<file path="src/rtl/jpeg_coeff_expander.sv">
// jpeg_coeff_expander: turns Huffman-decoded (run, size, value) symbols into a
// 64-beat coefficient stream per block. It sign-extends each value, applies
// per-component DC prediction, and expands zero runs, ZRL and EOB.
module jpeg_coeff_expander #(
  parameter int COEFF_WIDTH    = 12,
  parameter int MAX_SIZE       = 11,
  parameter int NUM_COMPONENTS = 3,
  parameter bit DELTA_DECODE   = 1'b1,
  localparam int COMP_W = (NUM_COMPONENTS > 1) ? $clog2(NUM_COMPONENTS) : 1
) (
  input  logic                          clk_in,
  input  logic                          rst_in,
  input  logic [MAX_SIZE-1:0]           value_in,
  input  logic [3:0]                    run_in,
  input  logic [4:0]                    size_in,
  input  logic                          dc_in,
  input  logic [COMP_W-1:0]             comp_in,
  input  logic                          valid_in,
  output logic                          ready_out,
  input  logic                          restart_in,
  output logic signed [COEFF_WIDTH-1:0] coeff_out,
  output logic [5:0]                    index_out,
  output logic [COMP_W-1:0]             comp_out,
  output logic                          last_out,
  output logic                          valid_out,
  input  logic                          ready_in,
  output logic                          error_out
);

  localparam int EXT_W = ((COEFF_WIDTH > MAX_SIZE) ? COEFF_WIDTH : MAX_SIZE) + 1;

  typedef enum logic [1:0] {
    ST_ACCEPT = 2'd0,
    ST_RUN    = 2'd1,
    ST_FILL   = 2'd2
  } state_t;

  state_t                        state;
  logic [5:0]                    exp_idx;
  logic [5:0]                    run_idx;
  logic [5:0]                    end_idx;
  logic signed [COEFF_WIDTH-1:0] pend_val;
  logic [COMP_W-1:0]             pend_comp;
  logic signed [COEFF_WIDTH-1:0] pred [NUM_COMPONENTS];

  logic                          out_free;
  logic                          accept;
  logic                          size_bad;
  logic                          comp_ok;
  logic                          is_eob;
  logic                          overrun;
  logic [EXT_W-1:0]              val_w;
  logic [EXT_W-1:0]              pow_w;
  logic signed [COEFF_WIDTH-1:0] ext;
  logic signed [COEFF_WIDTH-1:0] pred_sel;
  logic signed [COEFF_WIDTH-1:0] dc_sum;
  logic signed [COEFF_WIDTH-1:0] dc_coeff;
  logic signed [COEFF_WIDTH-1:0] ac_val;
  logic [6:0]                    run_end;
  logic [5:0]                    ac_end;

  assign out_free  = !valid_out || ready_in;
  assign ready_out = !rst_in && (state == ST_ACCEPT) && out_free;
  assign accept    = valid_in && ready_out;

  // Sign-extend the raw magnitude bits according to their JPEG category
  always_comb begin
    size_bad = (size_in > 5'(MAX_SIZE));
    val_w    = EXT_W'(value_in);
    pow_w    = EXT_W'(1) << size_in;
    ext      = '0;
    if ((size_in != 5'd0) && !size_bad) begin
      if (val_w >= (pow_w >> 1)) ext = COEFF_WIDTH'(val_w);
      else                       ext = COEFF_WIDTH'(val_w - pow_w + EXT_W'(1));
    end
  end

  // Predictor lookup and where the incoming AC symbol ends inside the block
  always_comb begin
    comp_ok  = (int'(comp_in) < NUM_COMPONENTS);
    pred_sel = '0;
    if (comp_ok && !restart_in) pred_sel = pred[comp_in];
    dc_sum   = pred_sel + ext;
    dc_coeff = DELTA_DECODE ? dc_sum : ext;
    is_eob   = (run_in == 4'd0) && (size_in == 5'd0);
    run_end  = {1'b0, exp_idx} + {3'b000, run_in};
    overrun  = !is_eob && (run_end > 7'd63);
    ac_end   = (is_eob || overrun) ? 6'd63 : run_end[5:0];
    ac_val   = (is_eob || overrun) ? '0 : ext;
  end

  // Control FSM, predictors and the registered output beat
  always_ff @(posedge clk_in or posedge rst_in) begin
    if (rst_in) begin
      state     <= ST_ACCEPT;
      exp_idx   <= 6'd0;
      run_idx   <= 6'd0;
      end_idx   <= 6'd0;
      pend_val  <= '0;
      pend_comp <= '0;
      coeff_out <= '0;
      index_out <= 6'd0;
      comp_out  <= '0;
      last_out  <= 1'b0;
      valid_out <= 1'b0;
      error_out <= 1'b0;
      for (int i = 0; i < NUM_COMPONENTS; i++) pred[i] <= '0;
    end else begin
      if (restart_in) begin
        for (int i = 0; i < NUM_COMPONENTS; i++) pred[i] <= '0;
        error_out <= 1'b0;
      end
      if (out_free) valid_out <= 1'b0;
      case (state)
        ST_ACCEPT: begin
          if (accept) begin
            valid_out <= 1'b1;
            comp_out  <= comp_in;
            if (size_bad) error_out <= 1'b1;
            if (dc_in) begin
              if (exp_idx != 6'd0) error_out <= 1'b1;
              coeff_out <= dc_coeff;
              index_out <= 6'd0;
              last_out  <= 1'b0;
              exp_idx   <= 6'd1;
              if (DELTA_DECODE && comp_ok) pred[comp_in] <= dc_sum;
            end else begin
              if ((exp_idx == 6'd0) || overrun) error_out <= 1'b1;
              index_out <= exp_idx;
              last_out  <= (exp_idx == 6'd63);
              coeff_out <= (exp_idx == ac_end) ? ac_val : '0;
              if (exp_idx == ac_end) begin
                exp_idx <= exp_idx + 6'd1;
              end else begin
                state     <= is_eob ? ST_FILL : ST_RUN;
                run_idx   <= exp_idx + 6'd1;
                end_idx   <= ac_end;
                pend_val  <= ac_val;
                pend_comp <= comp_in;
              end
            end
          end
        end
        ST_RUN, ST_FILL: begin
          if (out_free) begin
            valid_out <= 1'b1;
            comp_out  <= pend_comp;
            index_out <= run_idx;
            last_out  <= (run_idx == 6'd63);
            coeff_out <= (run_idx == end_idx) ? pend_val : '0;
            if (run_idx == end_idx) begin
              state   <= ST_ACCEPT;
              exp_idx <= run_idx + 6'd1;
            end else begin
              run_idx <= run_idx + 6'd1;
            end
          end
        end
        default: state <= ST_ACCEPT;
      endcase
    end
  end

endmodule

</file>
<file path="config.mk">
export PLATFORM = sky130hd
export DESIGN_NAME = jpeg_coeff_expander
export DESIGN_NICKNAME = d
export VERILOG_FILES = /design/src/rtl/jpeg_coeff_expander.sv
export SDC_FILE = /design/constraint.sdc
export NUM_CORES = 1
export LEC_CHECK = 0
export ABC_CLOCK_PERIOD_IN_PS = 5600
export BUFFER_PORTS_ARGS = -buffer_cell sky130_fd_sc_hd__clkbuf_2
export CAP_MARGIN = 20
export CORE_MARGIN = 5
export CORE_UTILIZATION = 50
export CTS_CLUSTER_SIZE = 24
export DETAILED_ROUTE_END_ITERATION = 16
export GPL_TIMING_DRIVEN = 0
export HOLD_SLACK_MARGIN = 0.03
export PLACE_DENSITY = 0.68
export SYNTH_ARGS = -nofsm -noshare
export SYNTH_HDL_FRONTEND = slang
export SYNTH_SLANG_ARGS = --single-unit
</file>
<file path="constraint.sdc">
create_clock -name clk_in -period 5.6 [get_ports clk_in]
set_clock_uncertainty 0.1 [all_clocks]
set_input_delay 1.12 -clock clk_in [delete_from_list [all_inputs] [get_ports clk_in]]
set_output_delay 1.12 -clock clk_in [all_outputs]
set_load 0.1 [all_outputs]
</file>
-- Yosys cells after proc, flatten, opt, wreduce, memory -nomap -nowiden
Cells that the tools add are included.
- flip-flop bits (word level): 93
- add/sub/neg operators: 6
- order comparisons: 6
- equal/unequal tests: 13
- shifts and indexed selects: 1
- muxes and demuxes: 63
- bitwise logic cells: 3
- reduce and logical (&&, ||, !) cells: 29
- operators by type and width (kind ; number):
    36-bit 2-to-1 mux ; 5
    12-bit 2-to-1 mux ; 12
    6-bit 2-to-1 mux ; 14
    36-bit bitwise mux ; 1
    6-bit case mux with 2 select lines ; 3
    12-bit binary-select mux with 2-bit select ; 1
    12-bit demux with 2-bit select ; 1
    12-bit case mux with 2 select lines ; 1
    2-bit 2-to-1 mux ; 8
    1-bit 2-to-1 mux ; 13
    1-bit by 5-bit left shift with 13-bit output (first input constant) ; 1
    12-bit by 1-bit adder with 12-bit output (second input constant) ; 1
    12-bit adder ; 1
    6-bit by 1-bit adder with 6-bit output (second input constant) ; 2
    6-bit equality test ; 2
    6-bit equality test (second input constant) ; 2
    11-bit by 12-bit >= comparator with 1-bit output ; 1
    2-bit inequality test (second input constant) ; 6
    11-bit by 12-bit subtractor with 12-bit output ; 1
    5-bit AND reduction ; 2
    1-bit logical AND ; 8
    2-bit case mux with 2 select lines ; 2
    6-bit by 4-bit adder with 7-bit output ; 1
    7-bit by 6-bit > comparator with 1-bit output (second input constant) ; 1
    other kinds (23) ; 31

-- Logic depth before layout (Yosys ltp)
- word-level depth: 11
- mapped depth: 22
- depth with buffers taken out: 20

-- Least setup slack after synthesis
Ideal clock, no wire load.
- kind: input-to-reg
- start point: input port rst_in
- end point: register pred[19] (netlist name)
- setup time: 132 ps
- data arrival time: 5412 ps
- required time: 5368 ps
- path slack: -44 ps
- cell stages on the path: 10
- path buffers: 3
- cell sequence: inv_1 > and3_1 > and2_1 > clkbuf_1 > nand2_1 > nor2_1 > and3_1 > clkbuf_1 > clkbuf_1 > o21ai_1
- cells in the longest elaborated chain, start to end: 6
- RTL lines (what ; line ; RTL):
    start, declared ; 12 ; input logic rst_in,
    1-bit logical NOT (no line) ; - ;
    1-bit logical AND (2 in a row) ; 63 ; assign ready_out = !rst_in && (state == ST_ACCEPT) && out_free;
    net ready_out ; 19 ; output logic ready_out,
    1-bit logical AND ; 64 ; assign accept = valid_in && ready_out;
    36-bit 2-to-1 mux ; 116 ; if (accept) begin
    36-bit 2-to-1 mux ; 114 ; case (state)
    end signal, assigned by index ; 126 ; if (DELTA_DECODE && comp_ok) pred[comp_in] <= dc_sum;
    end, declared ; 44 ; logic signed [COEFF_WIDTH-1:0] pred [NUM_COMPONENTS];
The timed path passes the listed nets, and every way through them passes these cells.
A chain may end at the register's enable or synchronous reset.

-- Worst setup path after layout
- start point: input port size_in[4]
- end point: register coeff_out[9]
- cells in the longest elaborated chain, start to end: 11
- RTL lines (what ; line ; RTL):
    start, declared ; 15 ; input logic [4:0] size_in,
    branches (longest 8 deep; another with 11-bit by 12-bit subtractor with 12-bit output) ; - ;
    12-bit 2-to-1 mux * ; 120 ; if (dc_in) begin
    12-bit 2-to-1 mux * ; 116 ;
    12-bit case mux with 2 select lines * ; 114 ;
    end signal, assigned ; 122 ; coeff_out <= dc_coeff;
    end signal, assigned ; 131 ; coeff_out <= (exp_idx == ac_end) ? ac_val : '0;
    end signal, assigned ; 150 ; coeff_out <= (run_idx == end_idx) ? pend_val : '0;
    end, declared ; 21 ; output logic signed [COEFF_WIDTH-1:0] coeff_out,
Every way passes the cells marked *. The select of a mux whose other input is x is not followed.

==> results by group <==
Setup path
  • Critical Path RT: 5.73 ns
  • Critical Path AT: 5.44 ns
  • Worst Setup Path Type: in2reg
  • R2R Setup Slk: 2.03 ns
  • Reg2Reg Depth: 11
  • Crit. End Element: flop
  • Crit Path Max Fanout: 6
  • Worst Setup Start Kind: input pin
  • Reg2reg end: run_idx[0]
  • Worst R2R Start: exp_idx[0]

Yosys
  • Primary FF master, synth: dfrtp_1
  • Share of the synthesized area in the top cell type: 0.352
  • Cell Area, Synth: 6610 µm²
  • Yosys warnings: 0
  • Syn Inst Count: 757
  • Syn_nets: 840
  • Top cells by area, synth: dfrtp_1, ha_1, nor2_1
  • Asr flop ratio synth: 1.00
  • #FFs+latches synth: 93
  • Area leader, netlist: dfrtp_1
  • Syn Area/Cell: 8.73 µm²
  • Seq/Total Area, Yosys: 0.352
  • Post-synth EDFFs: 0
  • Cell variety after synth: 63

Timing
  • Crit path time final: 5.31 ns
  • Final setup vio count: 0
  • Max Slew Vio Count: 0
  • Period utilization: 0.948
  • Slew margin rel.: 0.253
  • Fmax: 188 MHz
  • Final setup TNS: 0 ns
  • Hold WS: 0.394 ns
  • Final WS setup: 0.291 ns
  • RSZ-0062 raised after global routing: no
  • Slew @ Worst Pin: 1.11 ns
  • Final Hold Vio Count: 0

Global routing
  • Vias in the first global route: 5,956
  • Initial antenna violation count: 0
  • First-pass GRT wire length: 29,800 µm
  • Largest net degree at the start of global routing: 38
  • Total gr overflow: 0
  • Total GRT Usage: 0.230

Finish
  • Layout fillers: 1,174
  • Diode count: 0
  • Layout Cell Area excl Fill: 7560 µm²
  • Area growth syn-to-layout: 14.4%
  • Share of layout cells above drive strength 1: 0.133
  • Nets: 908
  • Layout Utilization: 0.578
  • Finished Layout Cells: 1,006

Route
  • Routed WL: 17,800 µm
  • Routed vias: 5,895
  • Vias per cell: 5.86
  • # DRC: 0
  • Starting DRT DRC Count: 435
  • Wirelength per Cell: 17.7 µm
  • DR pass1 iterations: 5
  • ANT nets after route: 0

Clock network
  • CTS clk-pin slew, worst paths: 0.06 ns
  • Number of buffers created by CTS: 9
  • # clock sinks: 93
  • Bufs on Longest Clock Path: 2
  • Root Driver: clkbuf_16
  • H-tree levels: 3
  • TritonCTS clock tree: yes
  • Worst-Skew Late Latency: 0.35 ns
  • # hold bufs at CTS: 0

Floorplan
  • I/O pin total: 52
  • Die area: 15,600 µm²
  • Die outline height: 125 µm
  • Starting Density: 0.505
  • Rows: 42
  • Core Area: 13,100 µm²
  • Die Width: 125 µm

Pwr
  • Max IR drop VDD: 492 µV
  • Static leakage: 3.42 nW
  • Tot Pwr: 3.57 mW
  • Pwr/cell area: 473 nW/µm²

Min path
  • HP Class: reg2reg
  • Worst Hold Path EP: last_out
  • Worst Hold Path Cells: 1
  • Worst hold start: last_out

Place
  • GP Congestion: 0.904
  • Area post-placement: 7110 µm²
  • Post-detail-place hpwl: 13,800 µm
  • Dpl ws: -1.05 ns
  • Placed insts: 983
  • I/O Buffers: 48

Run
  • Max Cap Viol: 0

Run status
  • Status: complete, no violations
## worst max-delay path, cell delays in order
cell and delay [ns]:
clkbuf_2 0.15, nor3_4 0.33, nand2_1 0.14, ha_1 0.30
ha_1 0.35, and3_1 0.19, a221o_1 0.36, o41ai_2 0.31
xnor2_1 0.16, mux2i_1 0.26, nor2_1 0.11, ha_1 0.42
nand3_1 0.13, o31ai_2 0.38, nor2_1 0.13, xnor2_2 0.20
a221oi_1 0.28, a21oi_1 0.10
## layout by cell type, fill, tap and decap left out, drive strengths merged, types with 24 or more instances in the layout
| master | count |
|---|---|
| clkbuf | 98 |
| nand2 | 72 |
| nand3b | 31 |
| nand3 | 27 |
| nor2 | 88 |
| ha | 52 |
| a21oi | 54 |
| xnor2 | 25 |
| o21ai | 48 |
| mux2i | 24 |
| dfrtp | 93 |
## state kept, by name (all words and copies together) (netlist names), 6 cells and up
name,count
run_idx,6
pend_val,12
coeff_out,12
exp_idx,6
pred,36
index_out,6
end_idx,6
## cell usage after synthesis (3+ instances only)
cell type and instances:
a22o_1 12, a22oi_1 7, clkbuf_1 40, o21ai_1 5
nand4_1 4, nand3_1 27, a211oi_1 9, o21ai_0 43
mux2i_1 24, a21oi_1 53, nor3_1 9, or3_1 13
nand2_1 72, mux2_2 9, fa_1 3, xnor2_1 25
nor2b_1 6, o41ai_1 3, xor2_1 12, o21bai_1 4
inv_1 15, nand2b_1 14, nor2_1 87, a221oi_1 8
o211ai_1 4, and3_1 9, and2_1 5, o21a_1 3
ha_1 52, nor4_1 6, nand3b_1 31, dfrtp_1 93
a21o_1 10
## per-layer routing
metal  track usage  routed length [µm]
met4        0.0568                 337
met3        0.0512                 873
met5             0                   0
met2         0.385                8720
met1         0.306                7850
## report_power, final
group	total [mW]	switching (mW)	leakage [nW]	internal (mW)
logic	1.94	1.37	2.08	0.564
registers	1.03	0.157	1.20	0.873
clock network	0.608	0.263	0.138	0.345
total	3.57	1.79	3.42	1.78
## how the worst max path moves through the flow
| stage | start | to | slack (ns) |
|---|---|---|---|
| 3_3_place_gp | size_in[0] | coeff_out[10] | -0.89 |
| 3_5_place_dp | size_in[0] | coeff_out[10] | -1.05 |
| 6_report | size_in[4] | coeff_out[9] | 0.29 |
| 5_1_grt | size_in[4] | coeff_out[9] | 0.01 |
| 4_1_cts | size_in[4] | pred[35] | 0.02 |
| 2_1_floorplan | size_in[3] | coeff_out[10] | 0.008 |
## cell type report
type | instances | area, µm² | share of cell area
Buffer | 46 | 200 | 0.0265
Clock buffer | 10 | 229 | 0.0303
Clock inverter | 6 | 63.8 | 0.00844
Inverter | 15 | 60.1 | 0.00795
Multi-Input combinational cell | 603 | 4130 | 0.546
Sequential cell | 93 | 2330 | 0.308
Tap cell | 176 | 220 | 0.0291
Timing Repair Buffer | 57 | 333 | 0.0440
## kinds of logic after synthesis
kind of cell               after synthesis  synth area share
AOI/OAI and AO/OA                      185             0.182
xor gates and xnor gates                37            0.0490
adders and majority gates               55             0.108
buffers and inverters                   61            0.0373
DFF                                     93             0.352
muxes                                   33            0.0517
and+or+nand+nor                        293             0.220
## repair_timing
action	in CTS	in global routing
gates resized for setup	11	10
endpoints found under the setup margin	21	13
cloned	0	0
pin swaps	1	1
buffers inserted	1	6
Note: power is estimated with default switching activity, not from simulation.
